$ cat src/rtl/divider_unit.sv
// divider_unit: iterative RV32M divide/remainder unit (DIV, DIVU, REM, REMU).
// Radix-2 restoring division, one quotient bit per cycle. Divide-by-zero and
// signed overflow bypass the iteration and complete on the accept edge.
//
// Ports:
//   clk, rst          clock, asynchronous active-high reset
//   div_din1          dividend
//   div_din2          divisor
//   div_op            00 DIV, 01 DIVU, 10 REM, 11 REMU
//   div_in_valid      operation request
//   div_in_ready      unit idle and able to accept
//   div_kill          flush: abort and drop any operation or result
//   div_dout          quotient or remainder
//   div_out_valid     div_dout valid, held until consumed
//   div_out_ready     consumer takes the result
module divider_unit #(
    parameter int unsigned DATA_WIDTH = 32
) (
    input  logic                  clk,
    input  logic                  rst,
    input  logic [DATA_WIDTH-1:0] div_din1,
    input  logic [DATA_WIDTH-1:0] div_din2,
    input  logic [1:0]            div_op,
    input  logic                  div_in_valid,
    output logic                  div_in_ready,
    input  logic                  div_kill,
    output logic [DATA_WIDTH-1:0] div_dout,
    output logic                  div_out_valid,
    input  logic                  div_out_ready
);

    localparam int unsigned CntW = (DATA_WIDTH > 1) ? $clog2(DATA_WIDTH) : 1;
    localparam logic [CntW-1:0] CntLast = CntW'(DATA_WIDTH - 1);
    localparam logic [DATA_WIDTH-1:0] MinNeg = {1'b1, {(DATA_WIDTH-1){1'b0}}};

    typedef enum logic [1:0] {StIdle, StCalc, StDone} state_e;

    state_e                state_q, state_d;
    logic [CntW-1:0]       cnt_q, cnt_d;
    logic [DATA_WIDTH-1:0] quo_q, quo_d;
    logic [DATA_WIDTH-1:0] rem_q, rem_d;
    logic [DATA_WIDTH-1:0] divisor_q, divisor_d;
    logic [1:0]            op_q, op_d;
    logic                  neg_quo_q, neg_quo_d;
    logic                  neg_rem_q, neg_rem_d;
    logic [DATA_WIDTH-1:0] dout_q, dout_d;
    logic                  out_valid_q, out_valid_d;

    logic                  in_signed;
    logic                  accept;
    logic [DATA_WIDTH-1:0] abs1, abs2;
    logic [DATA_WIDTH:0]   rem_shift, diff;
    logic                  ge;
    logic [DATA_WIDTH-1:0] quo_iter, rem_iter;

    assign div_in_ready  = (state_q == StIdle) & ~rst;
    assign div_dout      = dout_q;
    assign div_out_valid = out_valid_q;

    always_comb begin
        in_signed = ~div_op[0];
        accept    = div_in_valid & div_in_ready & ~div_kill;
        // MinNeg negates to itself, which is its correct unsigned magnitude.
        abs1      = (in_signed & div_din1[DATA_WIDTH-1]) ? -div_din1 : div_din1;
        abs2      = (in_signed & div_din2[DATA_WIDTH-1]) ? -div_din2 : div_din2;

        // One restoring step; diff[MSB] is the borrow of the trial subtract.
        rem_shift = {rem_q, quo_q[DATA_WIDTH-1]};
        diff      = rem_shift - {1'b0, divisor_q};
        ge        = ~diff[DATA_WIDTH];
        rem_iter  = ge ? diff[DATA_WIDTH-1:0] : rem_shift[DATA_WIDTH-1:0];
        quo_iter  = {quo_q[DATA_WIDTH-2:0], ge};

        state_d     = state_q;
        cnt_d       = cnt_q;
        quo_d       = quo_q;
        rem_d       = rem_q;
        divisor_d   = divisor_q;
        op_d        = op_q;
        neg_quo_d   = neg_quo_q;
        neg_rem_d   = neg_rem_q;
        dout_d      = dout_q;
        out_valid_d = out_valid_q;

        unique case (state_q)
            StIdle: begin
                if (accept) begin
                    op_d      = div_op;
                    neg_quo_d = in_signed & (div_din1[DATA_WIDTH-1] ^ div_din2[DATA_WIDTH-1]);
                    neg_rem_d = in_signed & div_din1[DATA_WIDTH-1];
                    quo_d     = abs1;
                    divisor_d = abs2;
                    rem_d     = '0;
                    cnt_d     = CntLast;
                    if (div_din2 == '0) begin
                        state_d     = StDone;
                        out_valid_d = 1'b1;
                        dout_d      = div_op[1] ? div_din1 : '1;
                    end else if (in_signed && div_din1 == MinNeg && div_din2 == '1) begin
                        state_d     = StDone;
                        out_valid_d = 1'b1;
                        dout_d      = div_op[1] ? '0 : div_din1;
                    end else begin
                        state_d = StCalc;
                    end
                end
            end
            StCalc: begin
                quo_d = quo_iter;
                rem_d = rem_iter;
                cnt_d = cnt_q - 1'b1;
                if (cnt_q == '0) begin
                    cnt_d       = '0;
                    state_d     = StDone;
                    out_valid_d = 1'b1;
                    case (op_q)
                        2'b00:   dout_d = neg_quo_q ? -quo_iter : quo_iter;
                        2'b01:   dout_d = quo_iter;
                        2'b10:   dout_d = neg_rem_q ? -rem_iter : rem_iter;
                        default: dout_d = rem_iter;
                    endcase
                end
            end
            StDone: begin
                if (div_out_ready) begin
                    state_d     = StIdle;
                    out_valid_d = 1'b0;
                end
            end
            default: state_d = StIdle;
        endcase

        // Flush wins over both handshakes.
        if (div_kill) begin
            state_d     = StIdle;
            out_valid_d = 1'b0;
        end
    end

    always_ff @(posedge clk or posedge rst) begin
        if (rst) begin
            state_q     <= StIdle;
            cnt_q       <= '0;
            quo_q       <= '0;
            rem_q       <= '0;
            divisor_q   <= '0;
            op_q        <= '0;
            neg_quo_q   <= 1'b0;
            neg_rem_q   <= 1'b0;
            dout_q      <= '0;
            out_valid_q <= 1'b0;
        end else begin
            state_q     <= state_d;
            cnt_q       <= cnt_d;
            quo_q       <= quo_d;
            rem_q       <= rem_d;
            divisor_q   <= divisor_d;
            op_q        <= op_d;
            neg_quo_q   <= neg_quo_d;
            neg_rem_q   <= neg_rem_d;
            dout_q      <= dout_d;
            out_valid_q <= out_valid_d;
        end
    end

endmodule
$ cat config.mk
export PLATFORM = sky130hd
export DESIGN_NAME = divider_unit
export DESIGN_NICKNAME = d
export VERILOG_FILES = /design/src/rtl/divider_unit.sv
export SDC_FILE = /design/constraint.sdc
export NUM_CORES = 1
export LEC_CHECK = 0
export CORE_MARGIN = 4
export CORE_UTILIZATION = 30
export CTS_CLUSTER_SIZE = 25
export DETAILED_ROUTE_END_ITERATION = 10
export PLACE_DENSITY = 0.57
export REMOVE_ABC_BUFFERS = 1
export SYNTH_ARGS = -nofsm -noshare
export SYNTH_HDL_FRONTEND = slang
export SYNTH_SLANG_ARGS = --single-unit
$ cat constraint.sdc
create_clock -name clk -period 13.8 [get_ports clk]
set_input_delay 2.76 -clock clk [delete_from_list [all_inputs] [get_ports clk]]
set_output_delay 2.76 -clock clk [all_outputs]
set_load 0.01 [all_outputs]
Word-level counts from Yosys, hierarchy flattened
Index checks and enable logic that the tools add are counted.
W data, S select, Z words.
{ "classes": {"n_lt_le_gt_ge": 0, "n_mul": 0, "muxes": 34, "reduce_logical": 13, "shifts": 0, "n_bitwise": 11, "n_addsub": 6, "n_eq_ne": 13, "div": 0} }
{ "ops": {"columns": ["cell", "count"], "rows": [
  ["$mux W32", 13],
  ["$pmux W32 S2", 3],
  ["$neg A32 Y32", 4],
  ["$pmux W32 S3", 1],
  ["$eq A32 B32 Y1 const B", 2],
  ["$sub A33 B32 Y33", 1],
  ["$logic_not A32 Y1", 1],
  ["$mux W2", 6],
  ["$mux W5", 2],
  ["$pmux W5 S2", 1],
  ["$ne A3 B3 Y1 const B", 3],
  ["$and A1 B1 Y1", 6],
  ["$mux W1", 6],
  ["$pmux W2 S3", 1],
  ["$logic_not A5 Y1", 1],
  ["$reduce_and A5 Y1", 1],
  ["$sub A5 B1 Y5 const B", 1],
  ["$eq A2 B1 Y1 const B", 2],
  ["$eq A2 B2 Y1 const B", 2],
  ["$logic_not A2 Y1", 2],
  ["$ne A2 B2 Y1 const B", 2],
  ["$ne A4 B2 Y1 const B", 1],
  ["$not A1 Y1", 4],
  ["$reduce_and A2 Y1", 2],
  ["other kinds (8)", 9]
]} }
{ "totals": {"reg_bits": 140, "memories": 0, "mem_bits_ro": 0, "inputBits": 71, "output_inout_bits": 34, "latchBits": 0, "elab_cells": 87, "ram_bits": 0} }

Depth between registers and ports, before layout
Gate-level depths: netlist of run 1.
{ "logic_depth": {"word_depth": 8, "ltp_mapped": 25} }

Worst setup path after synthesis of run 1
Ideal clock, no wire load.
{ "synth_timing": {"path_kind": "input port to flip-flop", "from": "input port rst", "to": "register dout_q[31] (netlist: div_dout[31])", "required_time_ns": 13.675, "slack_ns": 5.819, "cell_stages": 10, "setup_time_ns": 0.125, "t_arrival_ns": 7.857, "path_cell_list": "inv_1 > nand2_1 > nor3_1 > a21oi_1 > a211oi_4 > o21ai_2 > nor3b_2 > or4b_1 > o221ai_1 > nor4_1"} }
{ "synth_between": {"elab_chain_len": 6} }
{ "synth_lines": {"columns": ["item", "line", "text"], "rows": [
  ["start, declared", "20", "input logic rst,"],
  ["$not A1 Y1", "56", "assign div_in_ready = (state_q == StIdle) & ~rst;"],
  ["$and A1 B1 Y1", "56", null],
  ["$and A1 B1 Y1 (2 in a row)", "62", "accept = div_in_valid & div_in_ready & ~div_kill;"],
  ["$ne A2 B2 Y1 (no source line)", null, null],
  ["$reduce_and A4 Y1 (no source line)", null, null],
  ["end signal, assigned", "161", "dout_q <= dout_d;"],
  ["end, declared", "46", "logic [DATA_WIDTH-1:0] dout_q, dout_d;"]
]} }
No other way between the ends.
A chain may end at the register's enable or synchronous reset.

Final worst setup path of run 1
{ "layout_timing": {"from": "input port rst", "to": "output port div_in_ready"} }
{ "layout_between": {"elab_chain_len": 2} }
{ "layout_lines": {"columns": ["item", "line", "text"], "rows": [
  ["$not A1 Y1", "56", null],
  ["$and A1 B1 Y1", "56", null],
  ["end, declared", "25", "output logic div_in_ready,"]
]} }
No other way between the ends.

==> results of run 1 <==
critical path, stage by stage:
cell and delay [ps]:
sky130_fd_sc_hd__clkdlybuf4s50_1 490, sky130_fd_sc_hd__nor2_1 130, sky130_fd_sc_hd__clkdlybuf4s50_1 550
per-layer routing:
metal  share of wire (%)  vias up
met5                   0        -
li1                    -     5887
met4                 2.8        0
met2                  48      344
met1                  45     6000
met3                 4.7       58
state kept, by name (all words and copies together) (netlist names):
signal	flops
neg_rem_q	1
div_out_valid	1
quo_q	32
rem_q	32
op_q	2
state_q	2
div_dout	32
neg_quo_q	1
divisor_q	32
cnt_q	5
where the power goes:
| group | total, mW | switching (mW) | internal [mW] |
|---|---|---|---|
| sequential | 0.682 | 0.136 | 0.546 |
| clock | 0.482 | 0.207 | 0.276 |
| combinational | 1.13 | 0.683 | 0.445 |
| total | 2.29 | 1.03 | 1.27 |
final timing paths:
path                                     from             to  slack (ps)
worst max-delay path                      rst   div_in_ready        7110
max in group asynchronous                 rst  divisor_q[12]        9530
worst max register to register      quo_q[31]   div_dout[30]        7820
worst min register to register  divisor_q[29]  divisor_q[29]         480
min in group asynchronous                 rst    div_dout[5]        2870
worst min-delay path            divisor_q[29]  divisor_q[29]         480
cell families after synthesis:
| family | after synthesis | synth area share, % |
|---|---|---|
| buffers and inverters | 174 | 5.75 |
| and+or+nand+nor | 525 | 21.4 |
| xor gates and xnor gates | 128 | 9.27 |
| adders and majority gates | 46 | 4.71 |
| muxes | 36 | 3.07 |
| DFF | 140 | 28.8 |
| AOI/OAI and AO/OA | 540 | 27.1 |
layout by cell type (no fill, tap or decap), drive strengths merged, types with 19 or more instances in the layout:
cell type	instances
a21oi	169
clkbuf	19
clkdlybuf4s50	104
dfrtp	140
ha	41
inv	88
mux2i	25
nand2	175
nand3	20
nand4	27
nor2	115
nor3	53
nor4	32
o21ai	177
o22ai	28
o31ai	20
or3	23
xnor2	71
xor2	57
area by class of cell:
cell class,instances,area (µm²),area share (%)
multi-input combinational,1275,8010,56.2
sequential,140,3500,24.6
timing repair buffer,120,1160,8.15
tap,525,657,4.61
clock buffer,19,443,3.11
inverter,82,313,2.20
clock inverter,13,155,1.09
stage by stage:
step	std cells	total power [mW]	utilization, %	cell area (µm²)
final	2174	2.29	35.7	14200
after global routing	2174	2.46	35.7	14200
after CTS	2174	2.29	35.7	14200
after detailed placement	2142	1.80	34.2	13600
after global placement	2142	1.79	34.2	13600
after floorplan	1497	1.39	-	11800
==> metrics.json, run 1 <==
{
  "status": "completed",
  "grt_use_met2_pct": 32.5,
  "worst-slew-pin-transition_ps": 1260,
  "finClkSkew_ps": 17.9,
  "ys_dominant_reg_cell": "sky130_fd_sc_hd__dfrtp_1",
  "timing_worst_setup_path_type": "input pin to primary output",
  "critPathLaunchType": "input pin",
  "layout_worst_path_cycle_share_pct": 48.5,
  "depth_of_the_worst_register_to_register_path": 23,
  "report.final.slew_viol_count": 0,
  "synthDistinctLibCells": 86,
  "top_cells_by_instance_count_after_synthesis": "sky130_fd_sc_hd__nand2_1, sky130_fd_sc_hd__a21oi_1, sky130_fd_sc_hd__o21ai_0",
  "portBuffers": 104,
  "power.density_mw_per_mm2": 161,
  "drt_pass1_iterations": 5,
  "drt-initial-drc-count": 1075,
  "worst-endpoint-arrival_ps": 3930,
  "postRouteAntennaNets": 0,
  "yosysTopAreaCellShare_pct": 28.8,
  "cts_root_buffer": "sky130_fd_sc_hd__clkbuf_16",
  "worst_setup_slack_after_placement_ps": 6740,
  "slew_headroom_pct": 15.3,
  "design.die.area_mm2": 0.0439,
  "synth_most_common_cell": "sky130_fd_sc_hd__nand2_1",
  "clk_pin_slew_ps": 60,
  "grt_remaining_overflow": 0,
  "buffer_levels_on_the_longest_clock_path": 2,
  "critPathMaxFanout": 2,
  "cts_hold_buffers": 0,
  "gr-max-usage-layer": "met2",
  "num_rows": 73,
  "placeableCoreArea_mm2": 0.0399,
  "cts_setup_buffers": 0,
  "vias_in_the_first_global_route": 11800,
  "synth_async_sr_flop_share_pct": 100,
  "timing.critical_path.to_type": "primary output",
  "grt_antenna_before_repair": 0,
  "timing.hold.worst.class": "flip-flop to flip-flop",
  "worst_skew_pair.late_latency_ps": 450,
  "drt-total-wl_um": 43200,
  "report.final.hold_viol_count": 0,
  "grt_start_max_net_pins": 86,
  "fraction_of_layout_instances_using_a_drive_strength_above_1_pct": 5.58,
  "setup-violations-final": 0,
  "grt.total_usage_pct": 19.3,
  "die-height_um": 209,
  "layout_area_growth_over_synthesis_pct": 17.0,
  "cellLeakagePower_nw": 5.61,
  "seq_area_frac_synth_pct": 28.8,
  "yosysTopAreaCell": "sky130_fd_sc_hd__dfrtp_1",
  "first_pass_grt_wire_length_um": 68100,
  "ioPinCount": 105,
  "globalplace.congestion": 0.916,
  "timing.setup.tns_ps": 0,
  "final_routed_drc_violation_total": 0,
  "avgSynthCellArea_um2": 7.66,
  "die_w_um": 209,
  "synth-seq-cells": 140,
  "final_net_count": 1749,
  "worst_ep_required_time_ps": 11040,
  "cts_repair_resize_count": 0,
  "use_met3_pct": 3.05,
  "hpwlAfterDp_um": 32400,
  "numClockSinks": 140,
  "worst_ir_drop_on_vdd_v": 0.0000861,
  "yosysWarnings": 0,
  "cts-htree-levels": 4,
  "vias_per_cell": 5.65,
  "fmaxAchievable_mhz": 149,
  "num_cts_buffers": 17,
  "start_util_pct": 30.5,
  "max_cap_violations": 0,
  "grt_setup_unrepaired": "false",
  "hold_slack_ps": 479,
  "synth_edf_count": 0,
  "routed-via-count": 12300,
  "antennaDiodeCount": 0,
  "post_drt_wl_per_cell_um": 19.9,
  "nFillCells": 4102,
  "synth_top_area_cells": "sky130_fd_sc_hd__dfrtp_1, sky130_fd_sc_hd__a21oi_1, sky130_fd_sc_hd__o21ai_0, sky130_fd_sc_hd__nand2_1, sky130_fd_sc_hd__xnor2_1",
  "hold_depth": 2,
  "finalWorstSetupSlack_ps": 7110,
  "number_of_cells_produced_by_synthesis": 1589,
  "cts_tree": "built",
  "finalWorstPathRequiredPeriod_ps": 6690,
  "syn-cell-area_mm2": 0.0122,
  "grtUsageMet1_pct": 25.4
}
Power figures use the tool's default switching activity.
==> inputs of run 2 (changes only) <==
==> constraint.sdc (replaced) <==
create_clock -name clk -period 6.4 [get_ports clk]
set_input_delay 1.28 -clock clk [delete_from_list [all_inputs] [get_ports clk]]
set_output_delay 1.28 -clock clk [all_outputs]
set_load 0.01 [all_outputs]
==> run 2 against run 1 <==
  * Largest power group unchanged
  * Largest cell class unchanged
  * Final cell count up 0.28%
  * Setup slack got worse by 5800 ps
  * Critical path depth grew 19
==> metrics.json, run 2 (same netlist as run 1, synthesis figures left out) <==
{
  "num_rows": {"value": 73, "change": "unchanged"},
  "worst_hold_path.endpoint": "divisor_q[25]",
  "timing.hold.worst.class": "flip-flop to flip-flop",
  "grt.total_usage": {"value": 19.5, "unit": "%", "change": "+0.24 points"},
  "grt_start_max_net_pins": {"value": 78, "change": "-9.3%"},
  "max_cap_violations": {"value": 0, "change": "unchanged"},
  "critical_path.most_common_cell": "sky130_fd_sc_hd__inv_1",
  "worst_ep_required_time": {"value": 6720, "unit": "ps", "change": "-4320 ps"},
  "first_pass_grt_wire_length": {"value": 68400, "unit": "µm", "change": "+0.46%"},
  "layout_area_growth_over_synthesis_pct": 17.2,
  "timing.setup.tns": {"value": 0, "unit": "ps", "change": "unchanged"},
  "grt_remaining_overflow": {"value": 0, "change": "unchanged"},
  "grt_antenna_before_repair": {"value": 0, "change": "unchanged"},
  "drt_pass1_iterations": {"value": 5, "change": "unchanged"},
  "finalWorstPathRequiredPeriod_ps": 5130,
  "cts_tree": "built",
  "die-height": {"value": 209, "unit": "µm", "change": "unchanged"},
  "critPathLaunchType": "flip-flop",
  "worst-endpoint-arrival": {"value": 5450, "unit": "ps", "change": "+1520 ps"},
  "crit_path_top_delay_cell": "sky130_fd_sc_hd__dfrtp_1",
  "placeableCoreArea": {"value": 0.0399, "unit": "mm²", "change": "unchanged"},
  "routed-via-count": {"value": 12300, "change": "+0.35%"},
  "timing_worst_setup_path_type": "flip-flop to flip-flop",
  "grt_setup_unrepaired": "false",
  "critPathMaxFanout": {"value": 6, "change": "+4"},
  "final_net_count": {"value": 1755, "change": "+0.34%"},
  "cellLeakagePower": {"value": 5.62, "unit": "nW", "change": "+0.20%"},
  "cts_repair_resize_count": {"value": 0, "change": "unchanged"},
  "timing.critical_path.slowest_cell_delay": {"value": 440, "unit": "ps", "change": "-110 ps"},
  "setup-violations-final": {"value": 0, "change": "unchanged"},
  "layout_worst_path_cycle_share_pct": 80.2,
  "cts-htree-levels": {"value": 4, "change": "unchanged"},
  "nFillCells": {"value": 4177, "change": "+1.8%"},
  "final_routed_drc_violation_total": {"value": 0, "change": "unchanged"},
  "most-common-layout-cells": "sky130_fd_sc_hd__nand2_1, sky130_fd_sc_hd__a21oi_1, sky130_fd_sc_hd__o21ai_0, sky130_fd_sc_hd__dfrtp_1, sky130_fd_sc_hd__nor2_1",
  "hold_depth": {"value": 2, "change": "unchanged"},
  "postRouteAntennaNets": {"value": 0, "change": "unchanged"},
  "design.die.area": {"value": 0.0439, "unit": "mm²", "change": "unchanged"},
  "start_util": {"value": 30.5, "unit": "%", "change": "unchanged"},
  "most_common_library_cell_in_the_layout_ignoring_fill_and_taps": "sky130_fd_sc_hd__nand2_1",
  "worst_skew_pair.late_latency": {"value": 440, "unit": "ps", "change": "about the same"},
  "globalplace.congestion": {"value": 0.900, "change": "-1.7%"},
  "finClkSkew": {"value": 14.5, "unit": "ps", "change": "-3.43 ps"},
  "buffer_levels_on_the_longest_clock_path": {"value": 2, "change": "unchanged"},
  "timing.critical_path.to_type": "flip-flop",
  "worst_setup_slack_after_placement": {"value": 1090, "unit": "ps", "change": "-5650 ps"},
  "cts_setup_buffers": {"value": 0, "change": "unchanged"},
  "vias_per_cell": {"value": 5.66, "change": "about the same"},
  "placedInstanceArea": {"value": 0.0137, "unit": "mm²", "change": "+0.35%"},
  "holdCritStartpoint": "divisor_q[25]",
  "report.final.slew_viol_count": {"value": 0, "change": "unchanged"},
  "hold_slack": {"value": 480, "unit": "ps", "change": "+0.821 ps"},
  "power.density": {"value": 345, "unit": "mW/mm²", "change": "+110%"},
  "numClockSinks": {"value": 140, "change": "unchanged"},
  "clk_pin_slew": {"value": 70, "unit": "ps", "change": "about the same"},
  "status": "completed",
  "final_design_area_no_fill": {"value": 0.0143, "unit": "mm²", "change": "+0.17%"},
  "num_cts_buffers": {"value": 17, "change": "unchanged"},
  "cts_root_buffer": "sky130_fd_sc_hd__clkbuf_16",
  "worst_reg2reg_path_startpoint": "quo_q[31]",
  "drt-initial-drc-count": {"value": 1037, "change": "-3.5%"},
  "slew_headroom": {"value": 24.9, "unit": "%", "change": "+9.6 points"},
  "report.final.hold_viol_count": {"value": 0, "change": "unchanged"},
  "portBuffers": {"value": 104, "change": "unchanged"},
  "post_drt_wl_per_cell": {"value": 20.1, "unit": "µm", "change": "+0.99%"},
  "hpwlAfterDp": {"value": 32600, "unit": "µm", "change": "+0.52%"},
  "die_w": {"value": 209, "unit": "µm", "change": "unchanged"},
  "finalWorstSetupSlack": {"value": 1270, "unit": "ps", "change": "-5840 ps"},
  "series_of_cell_instances_along_the_critical_path": "inv_1, ha_1, fa_1, nor2b_1, o31a_1, o21ai_0, o21ai_2, a31oi_4, xnor2_4, inv_1, nand2_1, o21ai_0, inv_1, ha_1, nand2_1, and4b_1, nand4_1, nor4_1, o22ai_1, o31ai_1, xnor2_1, a21oi_1",
  "antennaDiodeCount": {"value": 0, "change": "unchanged"},
  "depth_of_the_worst_register_to_register_path": {"value": 22, "change": "-4.3%"},
  "fraction_of_layout_instances_using_a_drive_strength_above_1": {"value": 5.98, "unit": "%", "change": "+0.40 points"},
  "vias_in_the_first_global_route": {"value": 12000, "change": "+0.98%"},
  "worst_ir_drop_on_vdd": {"value": 0.000164, "unit": "V", "change": "+91%"},
  "fmaxAchievable_mhz": 195,
  "cts_hold_buffers": {"value": 0, "change": "unchanged"},
  "ioPinCount": {"value": 105, "change": "unchanged"},
  "worst-r2r-setup-slack": {"value": 1270, "unit": "ps", "change": "-6550 ps"},
  "drt-total-wl": {"value": 43800, "unit": "µm", "change": "+1.3%"},
  "worst-slew-pin-transition": {"value": 1110, "unit": "ps", "change": "-150 ps"},
  "crit-reg2reg-capture": "div_dout[30]",
  "worstSetupStartpoint": "quo_q[31]"
}
-- run 2: changes by cell type in the layout (fill, tap and decap cells not counted) --
cell	delta
sky130_fd_sc_hd__nor2_2	+1
sky130_fd_sc_hd__clkinv_4	-1
sky130_fd_sc_hd__clkinvlp_4	+2
sky130_fd_sc_hd__bufinv_16	-1
sky130_fd_sc_hd__nor2_1	-1
sky130_fd_sc_hd__buf_4	+6
-- run 2: where the power goes --
| part | leakage, nW | internal [mW] | switching, mW |
|---|---|---|---|
| combinational | 3.59 | 0.960 | 1.48 |
| clock | 0.266 | 0.554 | 0.452 |
| sequential | 1.77 | 1.18 | 0.291 |
-- run 2: routing by layer --
| metal | GRT usage (%) | routed length [µm] | vias to the layer above |
|---|---|---|---|
| met5 | 0 | 0 | - |
| met4 | 6.84 | 1300 | 0 |
| met2 | 32.3 | 20700 | 411 |
| li1 | - | - | 5886 |
| met3 | 2.78 | 2210 | 71 |
| met1 | 26.1 | 19500 | 5964 |
-- run 2: worst max-delay path by stage --
stage | to | depth (start not counted)
4_1_cts | div_dout[30] | 22
3_3_place_gp | div_dout[25] | 13
2_1_floorplan | div_dout[31] | 10
3_5_place_dp | div_dout[25] | 13
5_1_grt | div_dout[28] | 22
6_report | div_dout[30] | 22
-- run 2: layout make-up --
type | count | area, µm² | share of cell area [%]
inverter | 82 | 313 | 2.19
multi-input combinational | 1275 | 8010 | 56.2
sequential | 140 | 3500 | 24.6
clock inverter | 13 | 131 | 0.921
tap | 525 | 657 | 4.61
timing repair buffer | 126 | 1210 | 8.46
clock buffer | 19 | 443 | 3.11
-- run 2: stage by stage --
stage / power [mW] / instances / utilization (%)
2_1_floorplan: 2.99 / 1497 / -
3_3_place_gp: 3.89 / 2148 / 34.3
3_5_place_dp: 3.90 / 2148 / 34.3
4_1_cts: 4.92 / 2180 / 35.7
5_1_grt: 5.27 / 2180 / 35.7
6_report: 4.92 / 2180 / 35.7
-- run 2: critical path: cells and delay by family, from the launching register on --
kind            cells  cell delay (ps)
flops               1              440
xor+xnor            2              400
simple gates        6             1400
buf+inv             3              330
fa+ha+maj           3              920
compound gates      8             1490
==> inputs of run 3 (changes only) <==
--- a/config.mk
+++ b/config.mk
@@ -9,7 +9,7 @@
 export CORE_UTILIZATION = 30
 export CTS_CLUSTER_SIZE = 25
 export DETAILED_ROUTE_END_ITERATION = 10
-export PLACE_DENSITY = 0.57
+export PLACE_DENSITY = 0.59
 export REMOVE_ABC_BUFFERS = 1
 export SYNTH_ARGS = -nofsm -noshare
 export SYNTH_HDL_FRONTEND = slang
==> constraint.sdc (replaced) <==
create_clock -name clk -period 4.4 [get_ports clk]
set_input_delay 0.88 -clock clk [delete_from_list [all_inputs] [get_ports clk]]
set_output_delay 0.88 -clock clk [all_outputs]
set_load 0.01 [all_outputs]
==> run 3 against run 2 <==
  * Cell area grew 7.0%
  * Clock skew is 3.2 ps lower
  * Register-to-register slack got worse by 1100 ps
  * Clock power increased by 46%
  * First-iteration DRC count rose by 5.0%
  * Largest cell class unchanged
  * Critical path type unchanged
  * Final cell count increased by 5.1%
  * Critical endpoint unchanged
==> metrics.json, run 3 (same netlist as run 1, synthesis figures left out) <==
{
  "worstSetupStartpoint": "rem_q[26]",
  "setup-violations-final": {"value": 0, "change": "unchanged"},
  "report.final.hold_viol_count": {"value": 0, "change": "unchanged"},
  "timing.hold.worst.class": "flip-flop to flip-flop",
  "cts-htree-levels": {"value": 4, "change": "unchanged"},
  "final_design_area_no_fill": {"value": 0.0153, "unit": "mm²", "change": "+7.0%"},
  "postRouteAntennaNets": {"value": 0, "change": "unchanged"},
  "numClockSinks": {"value": 140, "change": "unchanged"},
  "status": "completed",
  "globalplace.congestion": {"value": 0.925, "change": "+2.8%"},
  "finish.cell_count_without_fillers": {"value": 2292, "change": "+5.1%"},
  "die_w": {"value": 209, "unit": "µm", "change": "unchanged"},
  "placeableCoreArea": {"value": 0.0399, "unit": "mm²", "change": "unchanged"},
  "drt-total-wl": {"value": 45200, "unit": "µm", "change": "+3.3%"},
  "antennaDiodeCount": {"value": 0, "change": "unchanged"},
  "grt.total_usage": {"value": 19.9, "unit": "%", "change": "+0.44 points"},
  "final_routed_drc_violation_total": {"value": 0, "change": "unchanged"},
  "cellLeakagePower": {"value": 6.21, "unit": "nW", "change": "+11%"},
  "worst_ir_drop_on_vdd": {"value": 0.000299, "unit": "V", "change": "+82%"},
  "routed-via-count": {"value": 12900, "change": "+4.3%"},
  "cts_root_buffer": "sky130_fd_sc_hd__clkbuf_16",
  "placedInstanceArea": {"value": 0.0145, "unit": "mm²", "change": "+6.1%"},
  "worst_ep_required_time": {"value": 4710, "unit": "ps", "change": "-2010 ps"},
  "layout_worst_path_cycle_share": {"value": 95.8, "unit": "%", "change": "+16 points"},
  "critPathLaunchType": "flip-flop",
  "first_pass_grt_wire_length": {"value": 70100, "unit": "µm", "change": "+2.5%"},
  "grt_antenna_before_repair": {"value": 0, "change": "unchanged"},
  "most_common_library_cell_in_the_layout_ignoring_fill_and_taps": "sky130_fd_sc_hd__nand2_1",
  "fmaxAchievable": {"value": 237, "unit": "MHz", "change": "+22%"},
  "finalWorstPathRequiredPeriod": {"value": 4220, "unit": "ps", "change": "-915 ps"},
  "portBuffers": {"value": 104, "change": "unchanged"},
  "timing.critical_path.to_type": "flip-flop",
  "max_cap_violations": {"value": 0, "change": "unchanged"},
  "worst_skew_pair.late_latency": {"value": 440, "unit": "ps", "change": "about the same"},
  "grt_setup_unrepaired": "true",
  "grt_start_max_net_pins": {"value": 75, "change": "-3.8%"},
  "nFillCells": {"value": 4132, "change": "-1.1%"},
  "report.final.slew_viol_count": {"value": 0, "change": "unchanged"},
  "ioPinCount": {"value": 105, "change": "unchanged"},
  "buffer_levels_on_the_longest_clock_path": {"value": 2, "change": "unchanged"},
  "placed_instances": {"value": 2254, "change": "+4.9%"},
  "slew_headroom": {"value": 30.0, "unit": "%", "change": "+5.1 points"},
  "vias_in_the_first_global_route": {"value": 12600, "change": "+5.2%"},
  "fraction_of_layout_instances_using_a_drive_strength_above_1": {"value": 13.0, "unit": "%", "change": "+7.0 points"},
  "vias_per_cell": {"value": 5.61, "change": "-0.76%"},
  "worst_reg2reg_path_startpoint": "rem_q[26]",
  "num_cts_buffers": {"value": 17, "change": "unchanged"},
  "drt_pass1_iterations": {"value": 6, "change": "+1"},
  "post_drt_wl_per_cell": {"value": 19.7, "unit": "µm", "change": "-1.8%"},
  "start_util": {"value": 30.5, "unit": "%", "change": "unchanged"},
  "final_net_count": {"value": 1867, "change": "+6.4%"},
  "worst-endpoint-arrival": {"value": 4530, "unit": "ps", "change": "-920 ps"},
  "grt_remaining_overflow": {"value": 0, "change": "unchanged"},
  "design.die.area": {"value": 0.0439, "unit": "mm²", "change": "unchanged"},
  "finClkSkew": {"value": 11.2, "unit": "ps", "change": "-3.25 ps"},
  "holdCritStartpoint": "divisor_q[18]",
  "finalWorstSetupSlack": {"value": 184, "unit": "ps", "change": "-1080 ps"},
  "cts_tree": "built",
  "drt-initial-drc-count": {"value": 1089, "change": "+5.0%"},
  "die-height": {"value": 209, "unit": "µm", "change": "unchanged"},
  "most-common-layout-cells": "sky130_fd_sc_hd__nand2_1, sky130_fd_sc_hd__a21oi_1, sky130_fd_sc_hd__o21ai_0, sky130_fd_sc_hd__dfrtp_1, sky130_fd_sc_hd__buf_4",
  "worst-slew-pin-transition": {"value": 1050, "unit": "ps", "change": "-61.6 ps"},
  "critPathMaxFanout": {"value": 5, "change": "-1"},
  "timing_worst_setup_path_type": "flip-flop to flip-flop",
  "clk_pin_slew": {"value": 70, "unit": "ps", "change": "about the same"},
  "power.density": {"value": 491, "unit": "mW/mm²", "change": "+42%"},
  "worst_setup_slack_after_placement": {"value": -135, "unit": "ps", "change": "-1220 ps"},
  "num_rows": {"value": 73, "change": "unchanged"},
  "hold_slack": {"value": 480, "unit": "ps", "change": "-0.617 ps"},
  "hpwlAfterDp": {"value": 34200, "unit": "µm", "change": "+5.2%"},
  "timing.setup.tns": {"value": 0, "unit": "ps", "change": "unchanged"},
  "layout_area_growth_over_synthesis_pct": 25.3
}
run 3: changes by cell type in the layout (fill, tap and decap cells not counted), moves of 3 or more:
cell	before	now
sky130_fd_sc_hd__clkinv_2	0	4
sky130_fd_sc_hd__buf_12	0	3
sky130_fd_sc_hd__o21ai_0	167	161
sky130_fd_sc_hd__inv_6	6	1
sky130_fd_sc_hd__o21ai_1	5	10
sky130_fd_sc_hd__buf_4	22	129
sky130_fd_sc_hd__nor4_1	28	25
run 3: repair_timing:
action / in CTS / in global routing
hold buffers: 0 / 0
endpoints found under the setup margin: 6 / 16
setup buffers: 2 / 4
pin swaps: 0 / 16
endpoints found under the hold margin: 0 / 0
gates resized for setup: 1 / 31
run 3: power by group:
part	total [mW]	switching (mW)	leakage (nW)	internal, mW
clock	1.47	0.606	0.275	0.861
combinational	3.88	2.24	4.17	1.64
sequential	2.14	0.432	1.77	1.71
run 3: area by class of cell:
class                   instances  area (µm²)  share of cell area, %
repair buffers                238        2090                   13.7
flip-flops and latches        140        3500                   23.0
clock buffers                  21         460                   3.02
multi-input cells            1275        8110                   53.2
well taps                     525         657                   4.31
clock inverters                11         119                  0.779
inverters                      82         313                   2.05
run 3: final timing paths:
kind                                 endpoint  slack, ps  depth (start not counted)
worst min register to register  divisor_q[18]        480                          2
worst max-delay path             div_dout[30]        180                         21
max in group asynchronous           quo_q[22]       1690                          4
worst min-delay path            divisor_q[18]        480                          2
min in group asynchronous         div_dout[9]       1100                          3
worst max register to register   div_dout[30]        180                         21
run 3: stage by stage:
step                      total power, mW  util, %
final                                7.49     38.2
after global routing                 8.01     38.2
after CTS                            7.41     37.9
after detailed placement             5.92     36.4
after global placement               5.87     36.4
after floorplan                      4.35        -
run 3: critical path, cell delays in order, from the launching register on:
cell,delay [ps]
sky130_fd_sc_hd__dfrtp_1,390
sky130_fd_sc_hd__ha_1,380
sky130_fd_sc_hd__a21oi_2,190
sky130_fd_sc_hd__o21ai_2,100
sky130_fd_sc_hd__a221oi_2,330
sky130_fd_sc_hd__o31ai_2,160
sky130_fd_sc_hd__a31oi_4,270
sky130_fd_sc_hd__xnor2_4,180
sky130_fd_sc_hd__inv_2,80
sky130_fd_sc_hd__nand2_1,70
sky130_fd_sc_hd__o21ai_1,90
sky130_fd_sc_hd__inv_1,100
sky130_fd_sc_hd__ha_2,180
sky130_fd_sc_hd__nand2_1,50
sky130_fd_sc_hd__and4b_1,300
sky130_fd_sc_hd__nand4_1,130
sky130_fd_sc_hd__buf_6,190
sky130_fd_sc_hd__nor4_2,270
sky130_fd_sc_hd__o22ai_2,160
sky130_fd_sc_hd__o31ai_2,210
sky130_fd_sc_hd__xnor2_1,160
sky130_fd_sc_hd__a21oi_1,90
run 3: metal layers:
metal / vias to the layer above / global-route usage [%] / part of all wire, %
met4: 0 / 8.60 / 3.8
li1: 6113 / - / -
met3: 83 / 3.18 / 5.7
met1: 6235 / 25.9 / 43
met5: - / 0 / 0
met2: 436 / 32.8 / 48
